==> src/rtl/io_pkg.sv <==
// Shared definitions for the memory-mapped serial output port: default addresses,
// transmitter state encoding and the status-word layout.
package io_pkg;

    localparam logic [15:0] IO_ADDR_DEFAULT     = 16'hFFF0;
    localparam logic [15:0] STATUS_ADDR_DEFAULT = 16'hFFF1;

    typedef enum logic [1:0] {
        IDLE,
        START,
        DATA,
        STOP
    } tx_state_t;

    localparam int STAT_EMPTY_BIT = 0;
    localparam int STAT_FULL_BIT  = 1;
    localparam int STAT_BUSY_BIT  = 2;
    localparam int STAT_COUNT_LSB = 8;

    // Status word: queued-entry count in the high byte, flags in the low bits.
    function automatic logic [15:0] build_status(input logic [7:0] count,
                                                 input logic       busy,
                                                 input logic       full,
                                                 input logic       empty);
        logic [15:0] status;
        status                            = '0;
        status[STAT_COUNT_LSB +: 8]       = count;
        status[STAT_BUSY_BIT]             = busy;
        status[STAT_FULL_BIT]             = full;
        status[STAT_EMPTY_BIT]            = empty;
        return status;
    endfunction

endpackage

==> src/rtl/sync_fifo.sv <==
// Single-clock FIFO with registered pointers and occupancy; full/empty come from
// the registered count so a same-cycle pop never frees a slot for a same-cycle push.
module sync_fifo #(
    parameter int DEPTH = 8,
    parameter int WIDTH = 16
) (
    input  logic                       clk,
    input  logic                       reset,
    input  logic                       push,
    input  logic                       pop,
    input  logic [WIDTH-1:0]           wr_data,
    output logic [WIDTH-1:0]           rd_data,
    output logic                       full,
    output logic                       empty,
    output logic [$clog2(DEPTH+1)-1:0] count
);

    localparam int PTR_W = $clog2(DEPTH);
    localparam int CNT_W = $clog2(DEPTH + 1);

    logic [WIDTH-1:0] mem [DEPTH];
    logic [PTR_W-1:0] wr_ptr;
    logic [PTR_W-1:0] rd_ptr;
    logic [CNT_W-1:0] cnt;
    logic             do_push;
    logic             do_pop;

    assign full    = (cnt == CNT_W'(DEPTH));
    assign empty   = (cnt == '0);
    assign do_push = push && !full;
    assign do_pop  = pop && !empty;
    assign count   = cnt;
    assign rd_data = mem[rd_ptr];

    always_ff @(posedge clk) begin
        if (reset) begin
            wr_ptr <= '0;
            rd_ptr <= '0;
            cnt    <= '0;
        end else begin
            if (do_push) begin
                wr_ptr <= wr_ptr + PTR_W'(1);
            end
            if (do_pop) begin
                rd_ptr <= rd_ptr + PTR_W'(1);
            end
            case ({do_push, do_pop})
                2'b10:   cnt <= cnt + CNT_W'(1);
                2'b01:   cnt <= cnt - CNT_W'(1);
                default: cnt <= cnt;
            endcase
        end
    end

    // Storage has no reset; stale entries are unreachable once the pointers clear.
    always_ff @(posedge clk) begin
        if (do_push) begin
            mem[wr_ptr] <= wr_data;
        end
    end

endmodule

==> src/rtl/io_tx_port.sv <==
// CPU-store-driven 8N1 serial transmitter: stores to IO_ADDR queue into a FIFO,
// the low byte of each entry is framed onto o_TX, and a full FIFO stalls the CPU.
module io_tx_port
    import io_pkg::*;
#(
    parameter int          DEPTH        = 8,
    parameter int          CLKS_PER_BIT = 434,
    parameter logic [15:0] IO_ADDR      = IO_ADDR_DEFAULT,
    parameter logic [15:0] STATUS_ADDR  = STATUS_ADDR_DEFAULT
) (
    input  logic        clk,
    input  logic        i_RESET,
    input  logic        i_WRITE,
    input  logic [15:0] i_WADDR,
    input  logic [15:0] i_WDATA,
    input  logic [15:0] i_RADDR,
    output logic [15:0] o_RDATA,
    output logic        o_RHIT,
    output logic        o_IOPAUSE,
    output logic        o_TX
);

    localparam int CNT_W  = $clog2(DEPTH + 1);
    localparam int BAUD_W = $clog2(CLKS_PER_BIT);

    logic             whit;
    logic             pop;
    logic             full;
    logic             empty;
    logic [CNT_W-1:0] count;
    logic [15:0]      fifo_data;
    logic [7:0]       unused_hi_bits;

    tx_state_t        state;
    tx_state_t        state_next;
    logic [BAUD_W-1:0] baud_cnt;
    logic [BAUD_W-1:0] baud_next;
    logic [2:0]       bit_cnt;
    logic [2:0]       bit_next;
    logic [7:0]       shreg;
    logic [7:0]       shreg_next;
    logic             tx_reg;
    logic             tx_next;
    logic             baud_last;

    assign whit      = i_WRITE && (i_WADDR == IO_ADDR);
    assign o_IOPAUSE = whit && full;
    assign pop       = (state == IDLE) && !empty;
    assign baud_last = (baud_cnt == BAUD_W'(CLKS_PER_BIT - 1));

    // Only the low byte is transmitted; the upper byte is stored but never used.
    assign unused_hi_bits = fifo_data[15:8];

    sync_fifo #(
        .DEPTH (DEPTH),
        .WIDTH (16)
    ) u_fifo (
        .clk     (clk),
        .reset   (i_RESET),
        .push    (whit),
        .pop     (pop),
        .wr_data (i_WDATA),
        .rd_data (fifo_data),
        .full    (full),
        .empty   (empty),
        .count   (count)
    );

    always_ff @(posedge clk) begin
        if (i_RESET) begin
            state    <= IDLE;
            baud_cnt <= '0;
            bit_cnt  <= '0;
            shreg    <= '0;
            tx_reg   <= 1'b1;
        end else begin
            state    <= state_next;
            baud_cnt <= baud_next;
            bit_cnt  <= bit_next;
            shreg    <= shreg_next;
            tx_reg   <= tx_next;
        end
    end

    // The line level is computed from the state being entered, so o_TX changes on
    // the same edge as the state and comes straight from a flop.
    always_comb begin
        state_next = state;
        baud_next  = baud_cnt;
        bit_next   = bit_cnt;
        shreg_next = shreg;
        tx_next    = 1'b1;

        case (state)
            IDLE: begin
                baud_next = '0;
                bit_next  = '0;
                if (!empty) begin
                    shreg_next = fifo_data[7:0];
                    state_next = START;
                end
            end
            START: begin
                if (baud_last) begin
                    baud_next  = '0;
                    state_next = DATA;
                end else begin
                    baud_next = baud_cnt + BAUD_W'(1);
                end
            end
            DATA: begin
                if (baud_last) begin
                    baud_next  = '0;
                    shreg_next = {1'b0, shreg[7:1]};
                    if (bit_cnt == 3'd7) begin
                        state_next = STOP;
                    end else begin
                        bit_next = bit_cnt + 3'd1;
                    end
                end else begin
                    baud_next = baud_cnt + BAUD_W'(1);
                end
            end
            STOP: begin
                if (baud_last) begin
                    baud_next  = '0;
                    state_next = IDLE;
                end else begin
                    baud_next = baud_cnt + BAUD_W'(1);
                end
            end
            default: begin
                state_next = IDLE;
            end
        endcase

        case (state_next)
            START:   tx_next = 1'b0;
            DATA:    tx_next = shreg_next[0];
            default: tx_next = 1'b1;
        endcase
    end

    assign o_TX    = tx_reg;
    assign o_RHIT  = (i_RADDR == STATUS_ADDR);
    assign o_RDATA = o_RHIT ? build_status(8'(count), state != IDLE, full, empty) : 16'h0000;

endmodule

==> config.mk <==
export PLATFORM = sky130hd
export DESIGN_NAME = io_tx_port
export DESIGN_NICKNAME = d
export VERILOG_FILES = /design/src/rtl/io_pkg.sv /design/src/rtl/sync_fifo.sv /design/src/rtl/io_tx_port.sv
export SDC_FILE = /design/constraint.sdc
export NUM_CORES = 1
export LEC_CHECK = 0
export CORE_ASPECT_RATIO = 1.25
export CORE_MARGIN = 2
export CORE_UTILIZATION = 50
export CTS_CLUSTER_SIZE = 28
export DETAILED_ROUTE_END_ITERATION = 16
export GPL_TIMING_DRIVEN = 0
export PLACE_DENSITY = 0.75
export SLEW_MARGIN = 20
export SYNTH_ARGS = -nofsm -noshare
export SYNTH_HDL_FRONTEND = slang
export SYNTH_SLANG_ARGS = --single-unit
==> constraint.sdc <==
create_clock -name clk -period 5.7 [get_ports clk]
set_input_delay 0.855 -clock clk [delete_from_list [all_inputs] [get_ports clk]]
set_output_delay 0.855 -clock clk [all_outputs]
set_load 0.1 [all_outputs]
==> out/metrics.cfg, run 1 <==
[layout]
final_cell_mix = edfxtp_1 (64), clkdlybuf4s50_1 (51), nor2_1 (44)
syn2layout_area_growth_pct = 22.0
nNetsFinal = 448
num-fill-cells = 683
multi_input_area_um2 = 1600
layout_commonest_cell = edfxtp_1
seq_area_um2 = 2640
antenna_cells = 0
fin_area_um2 = 5300
drive_gt1_frac = 0.153

[floorplan]
die_w_um = 87.4
start_util = 0.508
die_area_um2 = 9460
design.core.area_um2 = 8560
die_height_um = 108
core.rowCount = 38
ios = 70

[routing]
viasPerCell = 5.41
wl_per_cell_um = 16.3
drt_iter0_markers = 166
vias = 2667
drtAntennaViolNets = 0
wirelength_mm = 8.01
firstDrtPassIters = 4
drc = 0

[grt]
gr-max-usage-layer = met2
grt_pass1_wl_mm = 12.8
use_met1 = 0.225
grt_use_total = 0.181
antenna_found_initial = 0
use_met3 = 0.0359
gr-usage-met2 = 0.316
grt_overflow = 0
grt_pass1_vias = 2622
grt_max_degree = 18

[timing]
fin_skew_ns = 0.00852
layout_min_cycle_time_ns = 4.19
relSlewSlack = 0.343
report.final.slew_viol_count = 0
worst-slew-pin-transition_ns = 0.983
timing.fmax_mhz = 239
fin_tns_setup_ns = 0
hold_viol_final = 0
fin_crit_sh = 0.734
setup-violations-final = 0
rsz0062_at_grt = no
whs_ns = 0.487

[placement]
place_hpwl_mm = 5.62
io_buffer_count = 51
gp_congestion = 0.741
place_area_um2 = 5100

[critical_path]
r2r_setup_slack_ns = 3.08
cp_cell_sequence = clkdlybuf4s50_1 > nand4_1 > nor4_2 > and3_1 > clkdlybuf4s50_1
regToRegEndpoint = u_fifo.count[2]$_SDFFE_PP0P_
cp_max_fo = 8
crit_top_cell = clkdlybuf4s50_1
cp_slowest_cell = clkdlybuf4s50_1
max_stage_delay_ns = 1.13
required_ns = 4.85
cp.arrival_ns = 3.33
r2r_cells = 11
cp-end-kind = primary output
startpoint = i_RADDR[10]
rr_startpoint = u_fifo.count[1]$_SDFFE_PP0P_
critical_path_class = in2out
start_kind = input port

[synth]
synth_area_leaders = edfxtp_1 (44%), dfxtp_1 (17%), mux4_1 (6.0%)
syn_inst = 312
post-synth-top-area-cell = edfxtp_1
ys_ff_latch = 100
synthArstFlopShare = 0
synth_warnings = 0
ys.flop_type = edfxtp_1
synth_cell_types = 48
synth_top_area_share = 0.442
syn_area_per_cell_um2 = 13.9
seq_area_frac_synth = 0.608
syn_area_um2 = 4350
synth-edff-count = 64

[pwr]
leakagePower_nw = 1.82
switching_power_uw = 286
seqPwrFrac = 0.594
p_clk_frac = 0.352
comb_power_share = 0.054
p_sw_frac = 0.221
power.density_nw_per_um2 = 244
ir_drop_v = 0.000192
internal-power_mw = 1.01

[hold_path]
min_path_cells = 2
min-delay-start = u_fifo.rd_ptr[1]$_SDFFE_PP0N_
hold_class = reg2reg

[cts]
cts_buffers = 9
clock_latency_ns = 0.36
cts_hold_buf = 0
cts_tree = done
clock_tree.buffer_depth = 2
cts_sinks = 100
cts_resized = 0
path_clk_slew_ns = 0.09
post_cts_buffers = 0
htree_num_levels = 3
cts_root_buf = clkbuf_8

[run_status]
status = finished, final reports clean

[run]
maxCapViolCount = 0

==> registers in the layout, indices dropped and copies added, names as in the netlist, named ones only <==
signal,flops
u_fifo.wr_ptr,3
u_fifo.count,4
u_fifo.mem,64
o_TX,1
baud_cnt,9
shreg,8
state,2
bit_cnt,3
u_fifo.rd_ptr,3
==> worst max-delay path by stage <==
stage | end | cells after the start
after floorplan | o_RDATA[2] | 4
after global placement | o_RDATA[1] | 5
after detailed placement | o_RDATA[1] | 5
after CTS | o_RDATA[1] | 5
after global routing | o_RDATA[9] | 5
final | o_RDATA[1] | 5
==> through the flow <==
step	setup WS [ns]	cells	utilization	power, mW
after detailed placement	1.48	477	0.596	0.855
after CTS	1.48	493	0.620	1.30
after global placement	1.52	471	0.587	0.853
after global routing	1.37	493	0.620	1.33
final	1.51	493	0.620	1.29
after floorplan	0.446	320	-	0.820
==> worst max-delay path: cells and delay by family <==
family / cells / cell delay [ns]
simple gates: 3 / 0.87
buf+inv: 2 / 1.60
==> final cells by class <==
cell class                      instances  area share
Buffer                                 23      0.0295
Clock buffer                           10      0.0241
Clock inverter                          6      0.0134
Inverter                                6     0.00425
Multi-Input combinational cell        191       0.302
Sequential cell                       100       0.498
Tap cell                              100      0.0236
Timing Repair Buffer                   57       0.105
==> logic make-up after synthesis <==
kind of cell	share of synthesized area
muxes	0.119
DFF	0.608
and+or+nand+nor	0.133
adders and majority gates	0.0259
xor gates and xnor gates	0.0302
buffers and inverters	0.0412
other	0.000862
AOI/OAI and AO/OA	0.0420
==> per-layer routing <==
metal / vias to the layer above / routed length [um]
met5: - / 0
met4: 0 / 127
met3: 11 / 356
met2: 65 / 4170
met1: 1290 / 3360
li1: 1301 / -
==> synthesized netlist by cell type, types with 2 or more instances <==
cell / count
a21oi_1: 8
a221oi_1: 5
a22oi_1: 2
and2_1: 5
and3_1: 3
buf_2: 4
buf_4: 11
clkbuf_1: 6
dfxtp_1: 36
edfxtp_1: 64
ha_1: 9
inv_1: 5
mux2i_1: 12
mux4_1: 10
mux4_2: 6
nand2_1: 10
nand2b_1: 3
nand3_1: 6
nand4_1: 5
nand4b_1: 2
nor2_1: 44
nor2b_1: 2
nor3_1: 4
nor3b_1: 3
nor4_1: 4
nor4b_1: 2
o21ai_0: 4
o31ai_1: 2
or3_1: 3
xnor2_1: 7
xor2_1: 8
==> power by group through the flow <==
stage	Combinational [mW]	Sequential [mW]	Clock (mW)
2_1_floorplan	0.0350	0.785	0
3_3_place_gp	0.0687	0.785	0
3_5_place_dp	0.0698	0.785	0
4_1_cts	0.0699	0.768	0.465
5_1_grt	0.0738	0.768	0.492
6_report	0.0697	0.768	0.455
Note: power is estimated with default switching activity, not from simulation.
==> run 2, diff against run 1 <==
- CORE_UTILIZATION: 50 -> 48
- PLACE_DENSITY: 0.75 -> 0.76
- clock period: 5.7 -> 3.45 ns (I/O delays scaled with it)
==> out/metrics.cfg, run 2 (synthesized netlist as in run 1, its figures left out) <==
[cts]
clock_latency_ns = 0.37
path_clk_slew_ns = 0.10
cts_buffers = 9
cts_tree = done
post_cts_buffers = 0
clock_tree.buffer_depth = 2
cts_sinks = 100
cts_root_buf = clkbuf_8
htree_num_levels = 3

[routing]
viasPerCell = 5.28
firstDrtPassIters = 4
drtAntennaViolNets = 0
wirelength_mm = 8.25
wl_per_cell_um = 16.1
vias = 2704
drc = 0
drt_iter0_markers = 108

[placement]
gp_congestion = 0.753
place_hpwl_mm = 5.94
place_area_um2 = 5120
place_inst = 496
io_buffer_count = 51

[pwr]
p_sw_frac = 0.236
switching_power_uw = 492
power_mw = 2.08
leakagePower_nw = 1.87
internal-power_mw = 1.59
ir_drop_v = 0.000316
power.density_nw_per_um2 = 393
p_clk_frac = 0.336
comb_power_share = 0.055
seqPwrFrac = 0.609

[layout]
final_cell_mix = edfxtp_1 (64), nor2_1 (44), clkdlybuf4s50_1 (44)
syn2layout_area_growth_pct = 22.0
fin_area_um2 = 5300
top_regs = u_fifo.mem x64, baud_cnt x9, shreg x8
drive_gt1_frac = 0.153
layout_commonest_cell = edfxtp_1
final_cells = 512
antenna_cells = 0
top_register = u_fifo.mem
nNetsFinal = 447
num-fill-cells = 712
largest_register_ffs = 64

[floorplan]
die_area_um2 = 9840
ios = 70
die_height_um = 110
design.core.area_um2 = 8750
core.rowCount = 38
die_w_um = 89.1
start_util = 0.497

[hold_path]
hold_class = reg2reg

[run]
maxCapViolCount = 0

[critical_path]
start_kind = input port
cp-end-kind = primary output
required_ns = 2.93
crit_top_cell = clkdlybuf4s50_1
max_stage_delay_ns = 1.21
cp.arrival_ns = 2.80
cp_max_fo = 8
cp_slowest_cell = clkdlybuf4s50_1
cp_cell_sequence = clkdlybuf4s50_1 > nand4_1 > nor4_4 > clkdlybuf4s50_1
critical_path_class = in2out

[grt]
grt_overflow = 0
grt_pass1_vias = 2671
grt_max_degree = 19
antenna_found_initial = 0
grt_pass1_wl_mm = 13.0
grt_use_total = 0.172

[timing]
fin_tns_setup_ns = 0
timing.fmax_mhz = 301
relSlewSlack = 0.350
setup-violations-final = 0
rsz0062_at_grt = no
fin_skew_ns = 0.00982
report.final.slew_viol_count = 0
fin_crit_sh = 0.962
worst-slew-pin-transition_ns = 0.971
hold_viol_final = 0
layout_min_cycle_time_ns = 3.32
whs_ns = 0.495

[run_status]
status = finished, final reports clean

## run 2: changes by cell type in the layout (fill, tap and decap cells not counted), sizes merged
cell | previous run | this run
bufinv | 1 | 0
clkbuf | 16 | 15
clkinvlp | 1 | 2
buf | 23 | 22
clkdlybuf4s50 | 51 | 44
dlygate4sd2 | 0 | 6
dlymetal6s2s | 0 | 1
clkinv | 1 | 2
## run 2: cell type report
type | count | area, um2 | share of cell area
flip-flops and latches | 100 | 2640 | 0.498
multi-input cells | 191 | 1610 | 0.304
repair buffers | 56 | 536 | 0.101
plain buffers | 23 | 156 | 0.0295
well taps | 120 | 150 | 0.0283
clock buffers | 9 | 124 | 0.0234
clock inverters | 7 | 58.8 | 0.0111
inverters | 6 | 22.5 | 0.00425
## run 2: routing by layer
metal	GRT usage	share of wire
met5	0	0
met4	0.0537	0.015
met3	0.0351	0.043
met2	0.301	0.53
met1	0.209	0.42
## run 2: timing repair
item / CTS / global route
gates resized for setup: 6 / 1
endpoints found under the setup margin: 6 / 1
hold buffers: 0 / 0
## run 2: through the flow
| step | setup slack, ns | util |
|---|---|---|
| floorplan | 0.0249 | - |
| global placement | -0.468 | 0.578 |
| detailed placement | -0.0367 | 0.586 |
| CTS | 0.00330 | 0.606 |
| global route | 0.0375 | 0.606 |
| finish | 0.130 | 0.606 |
## run 2: path summary, 6_finish.rpt
check,start,endpoint,slack (ns),depth (start not counted)
worst min register to register,baud_cnt[0]$_SDFF_PP0_,baud_cnt[0]$_SDFF_PP0_,0.50,1
worst max-delay path,i_RADDR[8],o_RHIT,0.13,4
worst max register to register,u_fifo.count[1]$_SDFFE_PP0P_,u_fifo.count[2]$_SDFFE_PP0P_,0.82,11
worst min-delay path,baud_cnt[0]$_SDFF_PP0_,baud_cnt[0]$_SDFF_PP0_,0.50,1
## run 2: critical path, delay by kind of cell
family / cells / cell delay [ns]
buffers and inverters: 2 / 1.69
and+or+nand+nor: 2 / 0.59
## run 2: power by group through the flow
stage	Combinational [mW]	Sequential, mW	Clock (mW)
after CTS	0.115	1.27	0.709
final	0.115	1.27	0.700
after floorplan	0.0583	1.30	0
after detailed placement	0.115	1.30	0
after global placement	0.114	1.30	0
after global routing	0.122	1.27	0.756
==> run 3, diff against run 2 <==
- GPL_ROUTABILITY_DRIVEN: not set -> 0
- SLEW_MARGIN: 20 -> 10
==> out/metrics.cfg, run 3 (synthesized netlist as in run 1, its figures left out) <==
[run_status]
status = finished, final reports clean

[layout]
top_register = u_fifo.mem
final_cell_mix = edfxtp_1 (64), nor2_1 (44), clkdlybuf4s50_1 (44)
syn2layout_area_growth_pct = 22.1
drive_gt1_frac = 0.151
fin_util = 0.607
top_regs = u_fifo.mem x64, baud_cnt x9, shreg x8
nNetsFinal = 446
num-fill-cells = 710
antenna_cells = 0
layout_commonest_cell = edfxtp_1
largest_register_ffs = 64

[grt]
grt_use_total = 0.172
antenna_found_initial = 0
grt_pass1_wl_mm = 12.9
grt_overflow = 0
grt_pass1_vias = 2632
grt_max_degree = 19

[cts]
htree_num_levels = 3
path_clk_slew_ns = 0.10
clock_latency_ns = 0.37
cts_hold_buf = 0
post_cts_buffers = 0
cts_tree = done
clock_tree.buffer_depth = 2
cts_buffers = 9
cts_root_buf = clkbuf_8
cts_sinks = 100

[floorplan]
ios = 70
die_w_um = 89.1
start_util = 0.497
die_height_um = 110
design.core.area_um2 = 8750
die_area_um2 = 9840
core.rowCount = 38

[critical_path]
critical_path_class = in2out
required_ns = 2.93
r2r_setup_slack_ns = 0.80
start_kind = input port
cp-end-kind = primary output
rr_startpoint = u_fifo.count[1]$_SDFFE_PP0P_
regToRegEndpoint = u_fifo.count[2]$_SDFFE_PP0P_
cp_max_fo = 8
startpoint = i_RADDR[8]
cp.arrival_ns = 2.79
cp-endpoint = o_RHIT
r2r_cells = 11

[placement]
io_buffer_count = 51
place_hpwl_mm = 5.89

[routing]
wl_per_cell_um = 16.1
wirelength_mm = 8.24
drtAntennaViolNets = 0
drt_iter0_markers = 145
drc = 0
firstDrtPassIters = 4
viasPerCell = 5.23
vias = 2673

[run]
maxCapViolCount = 0

[timing]
report.final.slew_viol_count = 0
relSlewSlack = 0.350
fin_crit_sh = 0.959
fin_skew_ns = 0.00689
setup-violations-final = 0
rsz0062_at_grt = no
hold_viol_final = 0
whs_ns = 0.495
timing.fmax_mhz = 302
fin_tns_setup_ns = 0
worst-slew-pin-transition_ns = 0.971
layout_min_cycle_time_ns = 3.31

[hold_path]
hold_class = reg2reg
min-delay-start = baud_cnt[0]$_SDFF_PP0_

[pwr]
ir_drop_v = 0.000286
leakagePower_nw = 1.88
power.density_nw_per_um2 = 392

## run 3: timing repair
item | CTS | global route
gates cloned | 0 | 0
resized for setup | 5 | 2
setup endpoints to repair | 5 | 2
## run 3: worst min-delay path by stage
stage	slack (ns)	depth (start not counted)	to
2_1_floorplan	0.45	1	baud_cnt[0]$_SDFF_PP0_
3_3_place_gp	0.46	1	baud_cnt[0]$_SDFF_PP0_
3_5_place_dp	0.48	2	flip-flop
4_1_cts	0.50	2	flip-flop
5_1_grt	0.52	1	baud_cnt[0]$_SDFF_PP0_
6_report	0.49	1	baud_cnt[0]$_SDFF_PP0_
## run 3: stage by stage
| step | power [mW] | instance area [um2] | setup slack [ns] | std cells |
|---|---|---|---|---|
| floorplan | 1.36 | 4400 | 0.0249 | 320 |
| global placement | 1.41 | 5060 | -0.468 | 491 |
| detailed placement | 1.41 | 5120 | -0.0186 | 495 |
| CTS | 2.09 | 5300 | 0.00198 | 511 |
| global route | 2.15 | 5310 | 0.0306 | 511 |
| finish | 2.08 | 5310 | 0.141 | 511 |
## run 3: critical path, cell delays in order
cell,delay (ns)
clkdlybuf4s50_1,0.47
nand4_1,0.14
nor4_4,0.45
clkdlybuf4s50_1,1.21
## run 3: area by class of cell
type / instances / area, um2 / share of cell area
multi-input cells: 191 / 1610 / 0.304
flip-flops and latches: 100 / 2640 / 0.498
plain buffers: 23 / 156 / 0.0295
well taps: 120 / 150 / 0.0283
clock buffers: 9 / 124 / 0.0233
inverters: 6 / 22.5 / 0.00424
repair buffers: 55 / 539 / 0.102
clock inverters: 7 / 60.1 / 0.0113
## run 3: metal layers
metal  vias up  routed length (um)  GRT usage  part of all wire
li1       1301                   -          -                 -
met1      1301                3560      0.214              0.43
met2        59                4210      0.295              0.51
met3        12                 339     0.0291             0.041
met4         0                 125     0.0647             0.015
met5         -                   0          0                 0
## run 3: where the power goes
| part | switching, mW | internal [mW] |
|---|---|---|
| clock network | 0.423 | 0.275 |
| logic | 0.0653 | 0.0500 |
| registers | 0.0000617 | 1.27 |
